File: src/rtl/vmem_pkg.sv
// Shared types and constants for the vmem responder.
// Macro VMEM_BURST_EN widens the legal burst length from 1 word to 1..MAX_BURST words.
package vmem_pkg;

  localparam int MAX_BURST = 5;
  localparam int LEN_W     = 3;
  localparam int WORD_W    = 32;
  localparam int CNT_W     = 4;

  typedef enum logic [1:0] {
    ST_IDLE,
    ST_WAIT,
    ST_BEAT,
    ST_RESP
  } state_e;

  function automatic logic len_ok(input logic [LEN_W-1:0] len);
`ifdef VMEM_BURST_EN
    return (len != '0) && (len <= LEN_W'(MAX_BURST));
`else
    return len == LEN_W'(1);
`endif
  endfunction

endpackage

File: src/rtl/vmem_resp_if.sv
// Request / write-data / read-data bundle between a requester (master) and vmem_resp (slave).
interface vmem_resp_if;
  import vmem_pkg::*;

  logic              req_valid;
  logic              req_ready;
  logic              req_we;
  logic [31:0]       req_addr;
  logic [LEN_W-1:0]  req_len;
  logic [WORD_W-1:0] wdata;
  logic              wdata_valid;
  logic              wdata_ready;
  logic [WORD_W-1:0] rdata;
  logic              rvalid;
  logic              done;
  logic              err;

  modport master (
    output req_valid, req_we, req_addr, req_len, wdata, wdata_valid,
    input  req_ready, wdata_ready, rdata, rvalid, done, err
  );

  modport slave (
    input  req_valid, req_we, req_addr, req_len, wdata, wdata_valid,
    output req_ready, wdata_ready, rdata, rvalid, done, err
  );

endinterface

File: src/rtl/vmem_array.sv
// Word storage for vmem_resp: one asynchronous read port, one synchronous write port.
module vmem_array
  import vmem_pkg::*;
#(
  parameter int DEPTH = 64,
  parameter int AW    = 6
) (
  input  logic              clk,
  input  logic              we_i,
  input  logic [AW-1:0]     waddr_i,
  input  logic [WORD_W-1:0] wdata_i,
  input  logic [AW-1:0]     raddr_i,
  output logic [WORD_W-1:0] rdata_o
);

  logic [WORD_W-1:0] mem_q [DEPTH];

  // NOTE: the array has no reset branch -- contents must survive reset, and a
  // reset loop over every word would also stop it mapping onto RAM.
  // NOTE: sequential state is updated with <= so every flop samples pre-edge values.
  always_ff @(posedge clk) begin
    if (we_i) begin
      mem_q[waddr_i] <= wdata_i;
    end
  end

  assign rdata_o = mem_q[raddr_i];

endmodule

File: src/rtl/vmem_resp.sv
// Vector-memory burst responder: accepts one read/write burst, waits LATENCY cycles,
// streams the beats, then pulses done/err. Macro VMEM_BURST_EN enables multi-word bursts.
module vmem_resp
  import vmem_pkg::*;
#(
  parameter int DEPTH   = 64,
  parameter int LATENCY = 2
) (
  input logic        clk,
  input logic        reset,
  vmem_resp_if.slave bus
);

  localparam int AW = (DEPTH > 1) ? $clog2(DEPTH) : 1;

  state_e            state_q, state_d;
  logic [CNT_W-1:0]  wait_q;
  logic [AW-1:0]     base_q;
  logic              we_q, we_d;
  logic              req_ready_q, rvalid_q, wdata_ready_q, done_q, err_q;

  logic              accept;
  logic              req_legal;
  logic              beat_fire;
  logic              last_beat;
  logic              mem_we;
  logic [31:0]       end_idx;
  logic [AW-1:0]     word_idx;
  logic [WORD_W-1:0] mem_rdata;

  assign accept    = bus.req_valid & req_ready_q;
  // Word index one past the burst; 32 bits cannot overflow from a 30-bit base plus len.
  assign end_idx   = {2'b00, bus.req_addr[31:2]} + 32'(bus.req_len);
  assign req_legal = (bus.req_addr[1:0] == 2'b00) && len_ok(bus.req_len) &&
                     (end_idx <= 32'(DEPTH));
  assign we_d      = accept ? bus.req_we : we_q;
  assign beat_fire = ~we_q | bus.wdata_valid;

`ifdef VMEM_BURST_EN
  logic [LEN_W-1:0] beat_q;
  logic [LEN_W-1:0] len_q;

  assign last_beat = (beat_q == len_q - LEN_W'(1));
  assign word_idx  = base_q + AW'(beat_q);
`else
  assign last_beat = 1'b1;
  assign word_idx  = base_q;
`endif

  // NOTE: every always_comb output gets a default first so no path infers a latch.
  always_comb begin
    state_d = state_q;
    case (state_q)
      ST_IDLE: begin
        if (accept) begin
          if (!req_legal)        state_d = ST_RESP;
          else if (LATENCY == 0) state_d = ST_BEAT;
          else                   state_d = ST_WAIT;
        end
      end
      ST_WAIT: begin
        if (wait_q <= CNT_W'(1)) state_d = ST_BEAT;
      end
      ST_BEAT: begin
        if (beat_fire && last_beat) state_d = ST_RESP;
      end
      ST_RESP: state_d = ST_IDLE;
      default: state_d = ST_IDLE;
    endcase
  end

  always_ff @(posedge clk) begin
    if (reset) begin
      state_q       <= ST_IDLE;
      wait_q        <= '0;
      base_q        <= '0;
      we_q          <= 1'b0;
`ifdef VMEM_BURST_EN
      beat_q        <= '0;
      len_q         <= '0;
`endif
      req_ready_q   <= 1'b1;
      rvalid_q      <= 1'b0;
      wdata_ready_q <= 1'b0;
      done_q        <= 1'b0;
      err_q         <= 1'b0;
    end else begin
      state_q <= state_d;
      if (accept) begin
        we_q   <= bus.req_we;
        base_q <= bus.req_addr[AW+1:2];
        wait_q <= CNT_W'(LATENCY);
`ifdef VMEM_BURST_EN
        len_q  <= bus.req_len;
        beat_q <= '0;
`endif
      end else if (state_q == ST_WAIT) begin
        wait_q <= wait_q - CNT_W'(1);
      end
`ifdef VMEM_BURST_EN
      else if (state_q == ST_BEAT && beat_fire) begin
        beat_q <= beat_q + LEN_W'(1);
      end
`endif
      // Outputs are decoded from the next state so they line up with state_q.
      req_ready_q   <= (state_d == ST_IDLE);
      rvalid_q      <= (state_d == ST_BEAT) & ~we_d;
      wdata_ready_q <= (state_d == ST_BEAT) & we_d;
      done_q        <= (state_d == ST_RESP);
      err_q         <= accept & ~req_legal;
    end
  end

  assign mem_we = wdata_ready_q & bus.wdata_valid & ~reset;

  vmem_array #(
    .DEPTH (DEPTH),
    .AW    (AW)
  ) u_array (
    .clk     (clk),
    .we_i    (mem_we),
    .waddr_i (word_idx),
    .wdata_i (bus.wdata),
    .raddr_i (word_idx),
    .rdata_o (mem_rdata)
  );

  assign bus.req_ready   = req_ready_q;
  assign bus.rvalid      = rvalid_q;
  assign bus.wdata_ready = wdata_ready_q;
  assign bus.done        = done_q;
  assign bus.err         = err_q;
  assign bus.rdata       = rvalid_q ? mem_rdata : '0;

endmodule
File: src/flat_wrapper.sv
// flat-port wrapper written by rule: the top's interface ports become plain ports
module vmem_resp_flat import vmem_pkg::*;
#(
  parameter int DEPTH   = 64,
  parameter int LATENCY = 2
)
  (clk, reset, bus_req_valid, bus_req_we, bus_req_addr, bus_req_len, bus_wdata, bus_wdata_valid, bus_req_ready, bus_wdata_ready, bus_rdata, bus_rvalid, bus_done, bus_err);
  vmem_resp_if bus_i ();
  input logic clk;
  input logic reset;
  input wire logic [$bits(bus_i.req_valid)-1:0] bus_req_valid;
  input wire logic [$bits(bus_i.req_we)-1:0] bus_req_we;
  input wire logic [$bits(bus_i.req_addr)-1:0] bus_req_addr;
  input wire logic [$bits(bus_i.req_len)-1:0] bus_req_len;
  input wire logic [$bits(bus_i.wdata)-1:0] bus_wdata;
  input wire logic [$bits(bus_i.wdata_valid)-1:0] bus_wdata_valid;
  output wire logic [$bits(bus_i.req_ready)-1:0] bus_req_ready;
  output wire logic [$bits(bus_i.wdata_ready)-1:0] bus_wdata_ready;
  output wire logic [$bits(bus_i.rdata)-1:0] bus_rdata;
  output wire logic [$bits(bus_i.rvalid)-1:0] bus_rvalid;
  output wire logic [$bits(bus_i.done)-1:0] bus_done;
  output wire logic [$bits(bus_i.err)-1:0] bus_err;
  assign bus_i.req_valid = bus_req_valid;
  assign bus_i.req_we = bus_req_we;
  assign bus_i.req_addr = bus_req_addr;
  assign bus_i.req_len = bus_req_len;
  assign bus_i.wdata = bus_wdata;
  assign bus_i.wdata_valid = bus_wdata_valid;
  assign bus_req_ready = bus_i.req_ready;
  assign bus_wdata_ready = bus_i.wdata_ready;
  assign bus_rdata = bus_i.rdata;
  assign bus_rvalid = bus_i.rvalid;
  assign bus_done = bus_i.done;
  assign bus_err = bus_i.err;
  vmem_resp #(.DEPTH(DEPTH), .LATENCY(LATENCY)) u_core (.clk(clk), .reset(reset), .bus(bus_i));
endmodule
File: config.mk
export PLATFORM = sky130hd
export DESIGN_NAME = vmem_resp_flat
export DESIGN_NICKNAME = d
export VERILOG_FILES = /design/src/rtl/vmem_pkg.sv /design/src/rtl/vmem_resp_if.sv /design/src/rtl/vmem_array.sv /design/src/rtl/vmem_resp.sv /design/src/flat_wrapper.sv
export SDC_FILE = /design/constraint.sdc
export NUM_CORES = 2
export LEC_CHECK = 0
export BUFFER_PORTS_ARGS = -buffer_cell sky130_fd_sc_hd__buf_2
export CORE_MARGIN = 2
export CORE_UTILIZATION = 40
export DETAILED_ROUTE_END_ITERATION = 8
export PLACE_DENSITY = 0.52
export REMOVE_ABC_BUFFERS = 1
export SYNTH_ARGS = -nofsm -noshare
export SYNTH_HDL_FRONTEND = slang
export SYNTH_HIERARCHICAL = 1
export SYNTH_SLANG_ARGS = --single-unit
File: constraint.sdc
create_clock -name clk -period 5.33 [get_ports clk]
set_input_delay 0.7995 -clock clk [delete_from_list [all_inputs] [get_ports clk]]
set_output_delay 0.7995 -clock clk [all_outputs]
set_load 0.01 [all_outputs]
### Word-level counts from Yosys, hierarchy flattened

Memory sizes are Yosys's and may differ from the RTL's. A register that Yosys moved wholly into a read port is not among the register bits.
Index checks and enable logic that the tools add are counted.
Widths: inputs -> output; s select.

| storage, ports and cells | value |
|---|---|
| bits in latches | 0 |
| memory bits (read-only) | 0 |
| bits in writable memories | 2048 |
| bits in registers | 18 |
| memories | 1 |
| output and inout bits | 37 |
| logic and storage cells | 52 |

| cells by class | value |
|---|---|
| muxes and demuxes | 13 |
| bitwise gates (word level) | 11 |
| eq/ne operators | 6 |
| shifts and indexed selects | 0 |
| divide/modulo/power cells | 0 |
| reductions and logical operators | 7 |
| multipliers | 0 |
| order comparisons | 2 |
| add/subtract/negate cells | 2 |

Memory list:

| name | words | width | rd ports | clocked after memory_dff | write ports | line | RTL |
|---|---|---|---|---|---|---|---|
| u_core.u_array.mem_q | 64 | 32 | 1 | 1 | 1 | vmem_array.sv:16 | `logic [WORD_W-1:0] mem_q [DEPTH];` |

Operator list:

| kind | count |
|---|---|
| $le 32x7->1 const B | 1 |
| $mux 32 | 1 |
| $add 30x3->31 | 1 |
| $mux 2 | 6 |
| $mux 6 | 2 |
| $eq 2x2->1 const B | 4 |
| $pmux 2 s4 | 1 |
| $and 1x1->1 | 6 |
| $logic_not 2->1 | 3 |
| $le 4x1->1 const B | 1 |
| $not 1->1 | 4 |
| $sub 4x1->4 const B | 1 |
| $eq 3x1->1 const B | 1 |
| $mux 1 | 3 |
| $eq 2x1->1 const B | 1 |
| $logic_and 1x1->1 | 2 |
| $reduce_bool 2->1 | 1 |
| $reduce_or 2->1 | 1 |
| $or 1x1->1 | 1 |

### Logic depth before layout (Yosys ltp)

| depth | value |
|---|---|
| word-level depth | 8 |
| mapped depth | 11 |
| depth with buffers taken out | 9 |

### Hierarchy

The synthesis kept the hierarchy.

Modules (own cells, without submodules):

| module | area each (um^2) | instances | cells an instance |
|---|---|---|---|
| vmem_array | 77874.7 | 1 | 3292 |
| vmem_resp | 1686.6 | 1 | 224 |

### Least setup slack after synthesis

Ideal clock, no wire load.

| path | value |
|---|---|
| path type | input to register |
| start point | in reset |
| end point | mem u_core.u_array.mem_q[48][0], enable pin |
| arrival | 3990 ps |
| slack | 879 ps |
| path buffers | 2 |
| setup time | 461 ps |
| data required time | 4869 ps |
| stages | 6 |
| cells stage by stage | clkbuf_1 -> clkbuf_1 -> nor2_1 -> nor2b_1 -> nand4b_1 -> nor3_1 |

| between the ends | value |
|---|---|
| word-level cells in the longest chain between the ends | 4 |

RTL lines:

| what | line | RTL |
|---|---|---|
| start: declaration | flat_wrapper.sv:10 | `input logic reset;` |
| $not 1->1 | vmem_resp.sv:114 | `assign mem_we = wdata_ready_q & bus.wdata_valid & ~reset;` |
| $and 1x1->1 | vmem_resp.sv:114 |  |
| named net u_core.mem_we | vmem_resp.sv:26 | `logic mem_we;` |
| $mux 1 | vmem_array.sv:22 | `if (we_i) begin` |
| $mux 1 (implied by the code) | vmem_array.sv:23 | `mem_q[waddr_i] <= wdata_i;` |
| end: declaration | vmem_array.sv:16 |  |

The timed path passes the listed nets, and every way through them passes these cells.

==> results.sh <==
export IMPL_status="completed"
export IMPL_ys_flop_type="edfxtp_1"
export IMPL_grt_first_pass_wirelength_mm=301
export IMPL_final_area_sq_mm=0.0915
export IMPL_criticalPathCategory="reg -> out"
export IMPL_synth_edf_count=2048
export IMPL_synth_seq_cells=2066
export IMPL_layout_common_cells="2048 x edfxtp_1, 544 x mux4_2, 216 x clkbuf_16"
export IMPL_drt_wl_total_mm=213
export IMPL_place_ws_ns=0.898
export IMPL_arrival_ns=4.24
export IMPL_tns_ns=0
export IMPL_finalPower_mw=34.5
export IMPL_area_delta_synth_final_pct=15.0
export IMPL_gp_congestion=0.762
export IMPL_power_density_mw_per_mm2=377
export IMPL_drtIter0Drc=4269
export IMPL_min_period_ns=5.04
export IMPL_cts_hold_buf=0
export IMPL_final_nets=3923
export IMPL_comb_power_share=0.069
export IMPL_leakage_nw=27.7
export IMPL_root_buffer="clkbuf_16"
export IMPL_fin_ws_ns=0.289
export IMPL_antenna_found_initial=28
export IMPL_maxCapViolations=0
export IMPL_synthArstFlopShare=0
export IMPL_final_common_cell="edfxtp_1"
export IMPL_r2r_slack_ns=1.50
export IMPL_whs_ns=0.259
export IMPL_power_frac_clock=0.410
export IMPL_htree_levels=4
export IMPL_drc=0
export IMPL_setup_viol=0
export IMPL_gr_total_overflow=0
export IMPL_die_width_microns=450
export IMPL_cts_tree="built"
export IMPL_skew_ns=0.0258
export IMPL_core_area_sq_mm=0.197
export IMPL_cts_buffers=211
export IMPL_grt_usage=0.210
export IMPL_path_max_fanout=28
export IMPL_finalMaxSlewViolations=0
export IMPL_layout_worst_path_cycle_share=0.946
export IMPL_clkSinkCount=2066
export IMPL_insertion_delay_ns=0.84
export IMPL_grt_start_max_net_pins=71
export IMPL_rows=163
export IMPL_drtPass1Iterations=5
export IMPL_path_buf_inv=3
export IMPL_crit_path_cell_trace="buf_6 -> buf_4 -> mux2i_1 -> a22oi_1 -> and3_1 -> o32ai_1 -> nor3_1 -> and2_1 -> buf_2"
export IMPL_finalHoldViolations=0
export IMPL_routed_via_density=5.73
export IMPL_initial_core_util=0.403
export IMPL_slew_limit_headroom=0.139
export IMPL_synth_distinct_cells=63
export IMPL_max_freq_mhz=198
export IMPL_seq_area_frac_synth=0.778
export IMPL_worst_setup_path_start_kind="register"
export IMPL_detailroute_via_count=38200
export IMPL_cp_slowest_cell="dfxtp_4"
export IMPL_path_clk_slew_ns=0.06
export IMPL_wl_per_cell_microns=31.9
export IMPL_port_buffers=108
export IMPL_rsz0062_at_grt="false"
export IMPL_avgSynthCellArea_sq_um=22.6
export IMPL_p_seq_frac=0.521
export IMPL_syn_inst=3516
export IMPL_critPathMaxStageDelay_ns=0.71
export IMPL_synth_area_sq_mm=0.0796
export IMPL_io_pins=109
export IMPL_hpwl_mm=123
export IMPL_die_area_sq_mm=0.202
export IMPL_grt_pass1_vias=39200
export IMPL_clockBufferDepth=3
export IMPL_drive_gt1_frac=0.307
export IMPL_max_slew_worst_pin_slew_ns=1.29
export IMPL_ir_worst_vdd_mv=0.274
export IMPL_synth_warnings=6
export IMPL_dpl_instance_area_sq_mm=0.0849
export IMPL_hold_path_class="in -> reg"
export IMPL_critPathTopFamily="buffers and inverters"
export IMPL_antenna_left=0
export IMPL_p_sw_mw=7.62
export IMPL_p_int_mw=26.9
export IMPL_swShare=0.221
export IMPL_critPathCaptureType="primary output"
export IMPL_die_height_microns=450
export IMPL_cp_required_ns=4.53
==> worst reg2reg max path, cell delays in order (launching register included) <==
cell and delay, ns:
dfxtp_4 0.87, buf_4 0.62, nor2b_1 0.28, nand2_1 0.48
nor2_4 0.88, buf_4 0.39
==> sequential cells by signal, indices dropped and copies added, names as in the netlist, 2 cells and up <==
signal and cells:
u_core/u_array/mem_q 2048, u_core/base_q 6, u_core/wait_q 4, u_core/state_q 2
==> power by group through the flow <==
stage | sequential (mW) | clock, mW | combinational [mW]
floorplan | 18.5 | 0 | 2.01
global placement | 18.3 | 0 | 2.40
detailed placement | 18.3 | 0 | 2.41
CTS | 18.0 | 14.5 | 2.42
global route | 18.0 | 15.1 | 2.54
finish | 18.0 | 14.1 | 2.38
==> per-layer routing <==
| layer | GRT usage | wire length (microns) | part of all wire |
|---|---|---|---|
| met5 | 0 | 39 | 0.00018 |
| met4 | 0.0518 | 4570 | 0.021 |
| met3 | 0.0357 | 13400 | 0.063 |
| met2 | 0.345 | 105000 | 0.50 |
| met1 | 0.292 | 89500 | 0.42 |
==> cell families after synthesis <==
kind of cell / count (synthesis) / share of synthesized area
adder cells (fa/ha/maj): 6 / 0.00104
XOR/XNOR: 11 / 0.00121
buffers and inverters: 197 / 0.0120
multiplexers: 642 / 0.166
AND/OR/NAND/NOR: 355 / 0.0224
AO/OA/AOI/OAI: 239 / 0.0195
flip-flops: 2066 / 0.778
==> worst paths after layout <==
path              cells after the start                           end        startpoint
hold / removal                        3              u_core/base_q[3]   bus_req_addr[5]
hold reg to reg                       2                   u_core/we_q       u_core/we_q
setup reg to reg                      5  u_core/u_array/mem_q[20][20]  u_core/base_q[2]
setup / recovery                      9                 bus_rdata[20]  u_core/base_q[0]
==> Yosys cell counts (6+ instances only) <==
master    instances  area, sq um
nor2b_1          16          100
o221ai_1         27          236
a311oi_1          8         70.1
nor3_1           18         90.1
nand3_1          10         50.1
xnor2_1           7         61.3
dfxtp_1          18          360
nand2b_1         11         68.8
mux2i_1          95          951
a31oi_1           6         37.5
edfxtp_1       2048        61500
mux4_2          544        12300
nor2_1          154          578
clkbuf_1         81          304
nand4_1          10         62.6
and2_1           36          225
o22ai_1          85          532
buf_1            21         78.8
a21oi_1          75          375
buf_2            58          290
buf_6             6         67.6
a22oi_1          12         90.1
buf_4            26          195
nand2_1          53          199
and3_1            7         43.8
==> final cells by class <==
cell class / instances / area [sq um]
repair buffers: 308 / 2470
flip-flops and latches: 2066 / 61900
clock buffers: 265 / 5610
well taps: 2640 / 3300
multi-input cells: 1253 / 17200
inverters: 5 / 18.8
fillers: 16500 / 106000
diodes: 14 / 35.0
clock inverters: 116 / 945
==> timing repair <==
action,4_1_cts,5_1_grt
hold endpoints to repair,0,0
endpoints found under the setup margin,3,2
resized for setup,0,2
setup buffers,1,0
==> stage by stage <==
stage | cells | util
2_1_floorplan | 3324 | -
3_3_place_gp | 6271 | 0.430
3_5_place_dp | 6271 | 0.430
4_1_cts | 6653 | 0.463
5_1_grt | 6657 | 0.463
6_report | 6667 | 0.463
(Power assumes the default switching activity.)
